`src/rtl/sprite_motion_ctrl.sv`:
```
// sprite_motion_ctrl
// Per-frame motion sequencer for the bouncing logo sprite. Owns the committed
// sprite position, direction flags and the collision counter that selects the
// background scene. One update is computed per accepted frame strobe and the
// results are published together so the pixel datapath never sees a half-move.
//
// Optional build macro: BOUNCE_FLASH_EN
//   When defined, adds output `flash`, held high for 8 frame strobes after a
//   bounce. When undefined, neither the port nor its counter exist.
//
// State table
//   state    | meaning
//   S_IDLE   | waiting for frame_start; committed outputs stable
//   S_CALC_X | advance working x / dir_x, record x wall hit
//   S_CALC_Y | advance working y / dir_y, record y wall hit
//   S_COMMIT | publish working regs, pulse bounce, count collision

module sprite_motion_ctrl #(
    parameter int unsigned MAX_X   = 576,
    parameter int unsigned MAX_Y   = 448,
    parameter int unsigned START_X = 50,
    parameter int unsigned START_Y = 50,
    parameter int unsigned COLL_W  = 4
) (
    input  logic       clk,
    input  logic       reset,
    input  logic       frame_start,
    input  logic       pause,
    input  logic [1:0] speed,
    output logic [9:0] sprite_x,
    output logic [9:0] sprite_y,
    output logic       dir_x,
    output logic       dir_y,
    output logic [1:0] scene,
    output logic       bounce,
    output logic       busy
`ifdef BOUNCE_FLASH_EN
    ,
    output logic       flash
`endif
);

    localparam logic [9:0] MAX_X_L   = 10'(MAX_X);
    localparam logic [9:0] MAX_Y_L   = 10'(MAX_Y);
    localparam logic [9:0] START_X_L = 10'(START_X);
    localparam logic [9:0] START_Y_L = 10'(START_Y);
    localparam logic [COLL_W-1:0] COLL_ONE = {{(COLL_W-1){1'b0}}, 1'b1};

    typedef enum logic [1:0] {
        S_IDLE,
        S_CALC_X,
        S_CALC_Y,
        S_COMMIT
    } state_t;

    typedef struct packed {
        logic [9:0] pos;
        logic       dir;
        logic       hit;
    } axis_t;

    state_t state;
    state_t state_nxt;

    logic              accept;
    logic              commit;
    logic [2:0]        step_q;
    logic [9:0]        work_x;
    logic [9:0]        work_y;
    logic              work_dx;
    logic              work_dy;
    logic              hit_x;
    logic              hit_y;
    logic [COLL_W-1:0] coll_cnt;
    axis_t             nxt_x;
    axis_t             nxt_y;

    // One axis move: step toward the wall, clamp onto it and reverse on contact.
    // Sums are 11 bits wide so a position near 1023 cannot wrap past the wall.
    function automatic axis_t axis_step(input logic [9:0] pos, input logic dir,
                                        input logic [2:0] step, input logic [9:0] lim);
        axis_t      r;
        logic [10:0] fwd;
        fwd   = {1'b0, pos} + {8'd0, step};
        r.pos = pos;
        r.dir = dir;
        r.hit = 1'b0;
        if (dir) begin
            if (fwd >= {1'b0, lim}) begin
                r.pos = lim;
                r.dir = 1'b0;
                r.hit = 1'b1;
            end else begin
                r.pos = fwd[9:0];
            end
        end else begin
            if ({1'b0, pos} <= {8'd0, step}) begin
                r.pos = 10'd0;
                r.dir = 1'b1;
                r.hit = 1'b1;
            end else begin
                r.pos = pos - {7'd0, step};
            end
        end
        return r;
    endfunction

    // Candidate axis results from the working registers.
    always_comb begin
        nxt_x = axis_step(work_x, work_dx, step_q, MAX_X_L);
        nxt_y = axis_step(work_y, work_dy, step_q, MAX_Y_L);
    end

    // State register.
    always_ff @(posedge clk) begin
        if (reset) begin
            state <= S_IDLE;
        end else begin
            state <= state_nxt;
        end
    end

    // Next-state and control decode; frame_start is only looked at in IDLE,
    // so strobes arriving mid-update are dropped rather than queued.
    always_comb begin
        state_nxt = state;
        accept    = 1'b0;
        commit    = 1'b0;
        busy      = 1'b1;
        case (state)
            S_IDLE: begin
                busy = 1'b0;
                if (frame_start && !pause) begin
                    accept    = 1'b1;
                    state_nxt = S_CALC_X;
                end
            end
            S_CALC_X: state_nxt = S_CALC_Y;
            S_CALC_Y: state_nxt = S_COMMIT;
            S_COMMIT: begin
                commit    = 1'b1;
                state_nxt = S_IDLE;
            end
            default: state_nxt = S_IDLE;
        endcase
    end

    // Working registers: loaded on accept, then one axis per cycle. The step
    // is latched here so a speed change during the update has no effect.
    always_ff @(posedge clk) begin
        if (reset) begin
            step_q  <= 3'd1;
            work_x  <= START_X_L;
            work_y  <= START_Y_L;
            work_dx <= 1'b1;
            work_dy <= 1'b1;
            hit_x   <= 1'b0;
            hit_y   <= 1'b0;
        end else if (accept) begin
            step_q  <= {1'b0, speed} + 3'd1;
            work_x  <= sprite_x;
            work_y  <= sprite_y;
            work_dx <= dir_x;
            work_dy <= dir_y;
            hit_x   <= 1'b0;
            hit_y   <= 1'b0;
        end else if (state == S_CALC_X) begin
            work_x  <= nxt_x.pos;
            work_dx <= nxt_x.dir;
            hit_x   <= nxt_x.hit;
        end else if (state == S_CALC_Y) begin
            work_y  <= nxt_y.pos;
            work_dy <= nxt_y.dir;
            hit_y   <= nxt_y.hit;
        end
    end

    // Committed outputs: all fields change on the same edge leaving COMMIT;
    // bounce is high for exactly the first cycle the new position is visible.
    always_ff @(posedge clk) begin
        if (reset) begin
            sprite_x <= START_X_L;
            sprite_y <= START_Y_L;
            dir_x    <= 1'b1;
            dir_y    <= 1'b1;
            coll_cnt <= '0;
            bounce   <= 1'b0;
        end else begin
            bounce <= 1'b0;
            if (commit) begin
                sprite_x <= work_x;
                sprite_y <= work_y;
                dir_x    <= work_dx;
                dir_y    <= work_dy;
                bounce   <= hit_x | hit_y;
                if (hit_x | hit_y) begin
                    coll_cnt <= coll_cnt + COLL_ONE;
                end
            end
        end
    end

    assign scene = coll_cnt[1:0];

`ifdef BOUNCE_FLASH_EN
    logic [3:0] flash_cnt;

    // Flash timer: reload on a bounce commit, count down on every strobe seen
    // in IDLE (accepted or paused); strobes ignored while busy do not count.
    always_ff @(posedge clk) begin
        if (reset) begin
            flash_cnt <= 4'd0;
        end else if (commit && (hit_x | hit_y)) begin
            flash_cnt <= 4'd8;
        end else if ((state == S_IDLE) && frame_start && (flash_cnt != 4'd0)) begin
            flash_cnt <= flash_cnt - 4'd1;
        end
    end

    assign flash = (flash_cnt != 4'd0);
`endif

endmodule

```
`config.mk`:
```
export PLATFORM = sky130hd
export DESIGN_NAME = sprite_motion_ctrl
export DESIGN_NICKNAME = d
export VERILOG_FILES = /design/src/rtl/sprite_motion_ctrl.sv
export SDC_FILE = /design/constraint.sdc
export NUM_CORES = 1
export LEC_CHECK = 0
export ABC_AREA = 1
export ABC_CLOCK_PERIOD_IN_PS = 6150
export CAP_MARGIN = 20
export CORE_MARGIN = 8
export CORE_UTILIZATION = 35
export CTS_CLUSTER_DIAMETER = 30
export CTS_CLUSTER_SIZE = 16
export DETAILED_ROUTE_END_ITERATION = 8
export SETUP_SLACK_MARGIN = 0.05
export SYNTH_ARGS = -nofsm -noshare
export SYNTH_HDL_FRONTEND = slang
export SYNTH_SLANG_ARGS = --single-unit
```
`constraint.sdc`:
```
create_clock -name clk -period 6.15 [get_ports clk]
set_clock_uncertainty 0.15 [all_clocks]
set_input_delay 1.23 -clock clk [delete_from_list [all_inputs] [get_ports clk]]
set_output_delay 1.23 -clock clk [all_outputs]
set_load 0.01 [all_outputs]
```
# Yosys cells after proc, flatten, opt, wreduce, memory -nomap -nowiden
# Index checks and enable logic that the tools add are counted.
[classes]
order_cmp = 4
muxes = 26
n_bitwise = 3
reduce_logical = 10
addsub = 6
n_eq_ne = 5
[op_table]
columns = ["operator", "count"]
rows = [
  ["10-bit 2-to-1 mux", 9],
  ["12-bit 2-to-1 mux", 2],
  ["10-bit by 3-bit adder with 11-bit output", 2],
  ["10-bit by 3-bit less-or-equal comparator with 1-bit output", 2],
  ["10-bit by 3-bit subtractor with 10-bit output", 2],
  ["11-bit by 10-bit greater-or-equal comparator with 1-bit output, second input constant", 1],
  ["11-bit by 9-bit greater-or-equal comparator with 1-bit output, second input constant", 1],
  ["2-bit 2-to-1 mux", 5],
  ["1-bit 2-to-1 mux", 9],
  ["2-bit one-hot mux with 4 select lines", 1],
  ["2-bit AND reduction", 3],
  ["4-bit by 1-bit adder with 4-bit output, second input constant", 1],
  ["2-bit equality test, second input constant", 2],
  ["2-bit inequality test, second input constant", 2],
  ["2-bit nonzero test", 2],
  ["2-bit OR reduction", 2],
  ["2-bit by 1-bit adder with 3-bit output, second input constant", 1],
  ["2-bit by 1-bit equality test with 1-bit output, second input constant", 1],
  ["2-bit logical NOT", 1],
  ["1-bit inverter", 2],
  ["1-bit logical AND", 1],
  ["1-bit logical NOT", 1],
  ["1-bit bitwise OR", 1],
]
[word_totals]
wordCells = 68
input_bits = 6
output_inout_bits = 26
ff_bits = 56

# Longest topological paths before layout
[depth]
ltp_word = 7
mapped_depth = 16
ltp_nobuf = 15

# Worst setup path after synthesis
# Ideal clock, no wire load.
[synth_timing]
path_type = "input-to-reg"
from = "in pause"
to = "reg work_y[7]"
t_arrival_ns = 2.267
stages = 8
required_time_ns = 5.878
path_buffers = 2
slack_ns = 3.611
setup_ns = 0.122
path_cell_list = "nor3_4 > inv_2 > buf_6 > a21oi_4 > inv_2 > buf_6 > a21oi_1 > a21oi_1"
[synth_via]
elab_chain_cells = 6
word_cells_on_any_way = 8
classes_between = "eq/ne (1); mux (3); reduce/logical (4)"
[synth_rtl]
columns = ["item", "line", "rtl"]
rows = [
  ["from (decl)", "28", "input logic pause,"],
  ["1-bit logical NOT *", "133", "if (frame_start && !pause) begin"],
  ["1-bit logical AND *", "133", ""],
  ["1-bit 2-to-1 mux *", "133", ""],
  ["1-bit 2-to-1 mux *", "130", "case (state)"],
  ["2-bit inequality test (no line) / 2-bit nonzero test (equally long branches)", "n/a", ""],
  ["2-bit AND reduction (no line)", "n/a", ""],
  ["to (signal assigned)", "162", "work_y <= sprite_y;"],
  ["to (signal assigned)", "172", "work_y <= nxt_y.pos;"],
  ["to (decl)", "69", "logic [9:0] work_y;"],
]
# Mark *: on every way between the ends. The rest lies on a longest branch, timed or not.
# A chain may end at the register's enable or synchronous reset.

# Final worst setup path
[layout_timing]
from = "in pause"
to = "reg work_dx"
[layout_via]
elab_chain_cells = 5
word_cells_on_any_way = 6
classes_between = "mux (3); reduce/logical (3)"
[layout_rtl]
columns = ["item", "line", "rtl"]
rows = [
  ["1-bit logical NOT *", "133", ""],
  ["1-bit logical AND *", "133", ""],
  ["1-bit 2-to-1 mux *", "133", ""],
  ["1-bit 2-to-1 mux *", "130", ""],
  ["1-bit 2-to-1 mux / 2-bit nonzero test (equally long branches)", "n/a", ""],
  ["to (signal assigned)", "163", "work_dx <= dir_x;"],
  ["to (signal assigned)", "169", "work_dx <= nxt_x.dir;"],
  ["to (decl)", "70", "logic work_dx;"],
]
# Marks and branches as above.

==> impl_metrics.toml <==
[run_status]
status = "completed"

[die]
initial_core_util = 0.358
row_count = 36
die_y_um = 116
boundaryPins = 32
die_area_um2 = 13400
design.core.area_um2 = 9730
die_w_um = 116

[drt]
wire_per_inst_um = 14.0
wl_um = 9420
wl_met2_um = 4790
dr_wl_met3_um = 386
wl_met1_um = 4110
postRouteAntennaNets = 0
drtIter0Drc = 140
vias = 3370
firstDrtPassIters = 5
top_layer_used = "met4"
drcViolationCount = 0
via_per_inst = 5.01

[global_route]
grt_max_degree = 34
first_global_vias = 3315
grt_pass1_wl_um = 16000
grt-ovfl-total = 0
antenna_found_initial = 0
grt.total_usage = 0.148

[flow_run]
cap_violations = 0

[clocking]
clkTransAtPathRegs_ns = 0.10
cts_resized = 0
cts_buffers = 5
cts_tree = "yes"
ctsHoldBuffers = 0
h-tree-depth = 2
cts.path.max_buffers = 2
clk_latency_ns = 0.32
clock-root-buffer = "clkbuf_8"
cts_setup_buffers = 0
cts_sinks = 54

[critical_path]
ff2ff_setup_slack_ns = 3.11
required_ns = 6.21
cp.arrival_ns = 3.81
cp-start-kind = "input port"
r2r_start = "state[0]$_SDFFE_PP0P_"
reg2reg_to = "work_dx$_SDFFE_PP1P_"
critPathLaunch = "pause"
path_class = "in2reg"
crit_fanout = 29
end_kind = "flop"
worst-r2r-cell-count = 9

[logic_synthesis]
synth_nets = 549
synth_fa_ha_area_frac = 0.0840
synthCells = 522
synth_xor_area_frac = 0.0502
synthMuxAreaShare = 0
synth_top_family_by_area = "simple AND/OR/NAND/NOR gates"
syn_avg_cell_area_um2 = 6.68
yosysWarnings = 0
synth.top_cells.by_area = "dfxtp_1, nand2_1, a21oi_1"
netlist_area_um2 = 3490
yosysTopAreaCell = "dfxtp_1"
synth_compound_area_frac = 0.212
ys_types = 31
synthSimpleGateAreaFrac = 0.236
synth_top_cell_area_share = 0.310
ys_ff_latch = 54
ys_seq_area_frac = 0.310

[min_path]
min_to = "coll_cnt[0]$_SDFFE_PP0P_"
hp-class = "reg2reg"
hold_depth = 1
hold_start = "coll_cnt[0]$_SDFFE_PP0P_"

[power_and_ir_drop]
peakVddDrop_v = 0.000159
total_power_mw = 1.75
powerDensity_nw_per_um2 = 443
p_leak_nw = 1.84

[timing]
maxSlewViolCount = 0
rsz0062_at_grt = "no"
fin_ws_ns = 2.40
setup_viol = 0
worst_pin_slew_ns = 0.973
maxSlewHeadroom = 0.351
period_minus_slack_ns = 3.75
fmax_mhz = 267
final.setup.tns_ns = 0
fin_crit_sh = 0.610
finalHoldViolCount = 0

[final_layout]
area_delta_synth_final_pct = 13.3
fin_nets = 566
drive_above_1_share = 0.0352
stdcell_count = 673
antenna_cells = 0

[placed_design]
gp_congestion = 0.894
dp_cells = 665
dp_hpwl_um = 6960
dp_slack_ns = 2.08
port-buffer-count = 31
==> synth_stat cells <==
cell type / count
a21oi_1: 64
a21oi_2: 1
a21oi_4: 1
a221oi_1: 1
and2_1: 1
buf_2: 4
buf_4: 3
buf_6: 2
clkbuf_1: 12
clkbuf_2: 2
dfxtp_1: 54
fa_1: 4
ha_1: 17
inv_1: 65
inv_2: 3
nand2_1: 119
nand3_1: 24
nand3b_1: 2
nand4_1: 6
nor2_1: 35
nor2_2: 2
nor3_1: 5
nor3_4: 1
o211ai_1: 4
o21ai_0: 61
o21ai_1: 2
o21bai_1: 3
o221ai_1: 2
or2_2: 2
xnor2_1: 4
xor2_1: 16
==> area by class of cell <==
cell class                      instances  area (µm²)
Inverter                               68         255
Multi-Input combinational cell        377        2030
Clock inverter                          1        5.00
Sequential cell                        54        1080
Tap cell                              133         166
Clock buffer                            7        86.3
Timing Repair Buffer                   33         325
Fill cell                            1072        5780
==> cells in the final DEF (no fill, tap or decap), drive strengths merged, types with 6 or more instances in the layout <==
cell type and count:
dfxtp 54, clkdlybuf4s50 31, nand3 24, o21ai 63, clkbuf 7, a21oi 66
nor3 6, ha 17, nand4 6, nor2 37, nand2 119, xor2 16
inv 68
==> how the worst max path moves through the flow <==
| stage | end | slack [ns] | cells after the start |
|---|---|---|---|
| final | work_dx$_SDFFE_PP1P_ | 2.40 | 7 |
| after global routing | work_dx$_SDFFE_PP1P_ | 2.12 | 7 |
| after CTS | work_dx$_SDFFE_PP1P_ | 2.41 | 7 |
| after detailed placement | work_dx$_SDFFE_PP1P_ | 2.08 | 7 |
| after global placement | work_dx$_SDFFE_PP1P_ | 2.16 | 7 |
| after floorplan | work_y[7]$_SDFFE_PP0P_ | 3.61 | 8 |
==> worst max-delay path: stages <==
cell,delay [ns]
clkdlybuf4s50_1,0.46
nor3_4,0.75
inv_2,0.42
nand2_1,0.43
inv_1,0.18
a221oi_1,0.26
nand2_1,0.08
==> report_power, final <==
part	switching, mW	internal (mW)	total [mW]
Clock	0.122	0.0914	0.213
Sequential	0.127	0.447	0.574
Combinational	0.601	0.364	0.965
Total	0.850	0.902	1.75
==> kinds of logic (layout without fill, tap and decap cells) <==
family,count (synthesis),in the layout
and+or+nand+nor,197,197
AOI/OAI and AO/OA,139,139
buffers and inverters,91,109
DFF,54,54
adders and majority gates,21,21
xor gates and xnor gates,20,20
==> stage by stage <==
stage | area (µm²) | util | hold WS (ns)
detailed placement | 3860 | 0.397 | 0.322
global route | 3950 | 0.406 | 0.385
finish | 3950 | 0.406 | 0.338
CTS | 3950 | 0.406 | 0.344
floorplan | 3490 | - | 0.315
global placement | 3860 | 0.397 | 0.314
==> state kept, by name, indices dropped and copies added, names as in the netlist <==
register,cells
hit_y,1
state,2
bounce,1
work_y,10
sprite_x,10
hit_x,1
coll_cnt,2
step_q,3
dir_x,1
sprite_y,10
work_dy,1
work_x,10
dir_y,1
work_dx,1
==> layer usage <==
metal	track usage	vias up
li1	-	1731
met1	0.176	1544
met2	0.266	82
met3	0.0234	13
met4	0.0432	0
met5	0	-
No activity file was read; power rests on OpenSTA's default activity.
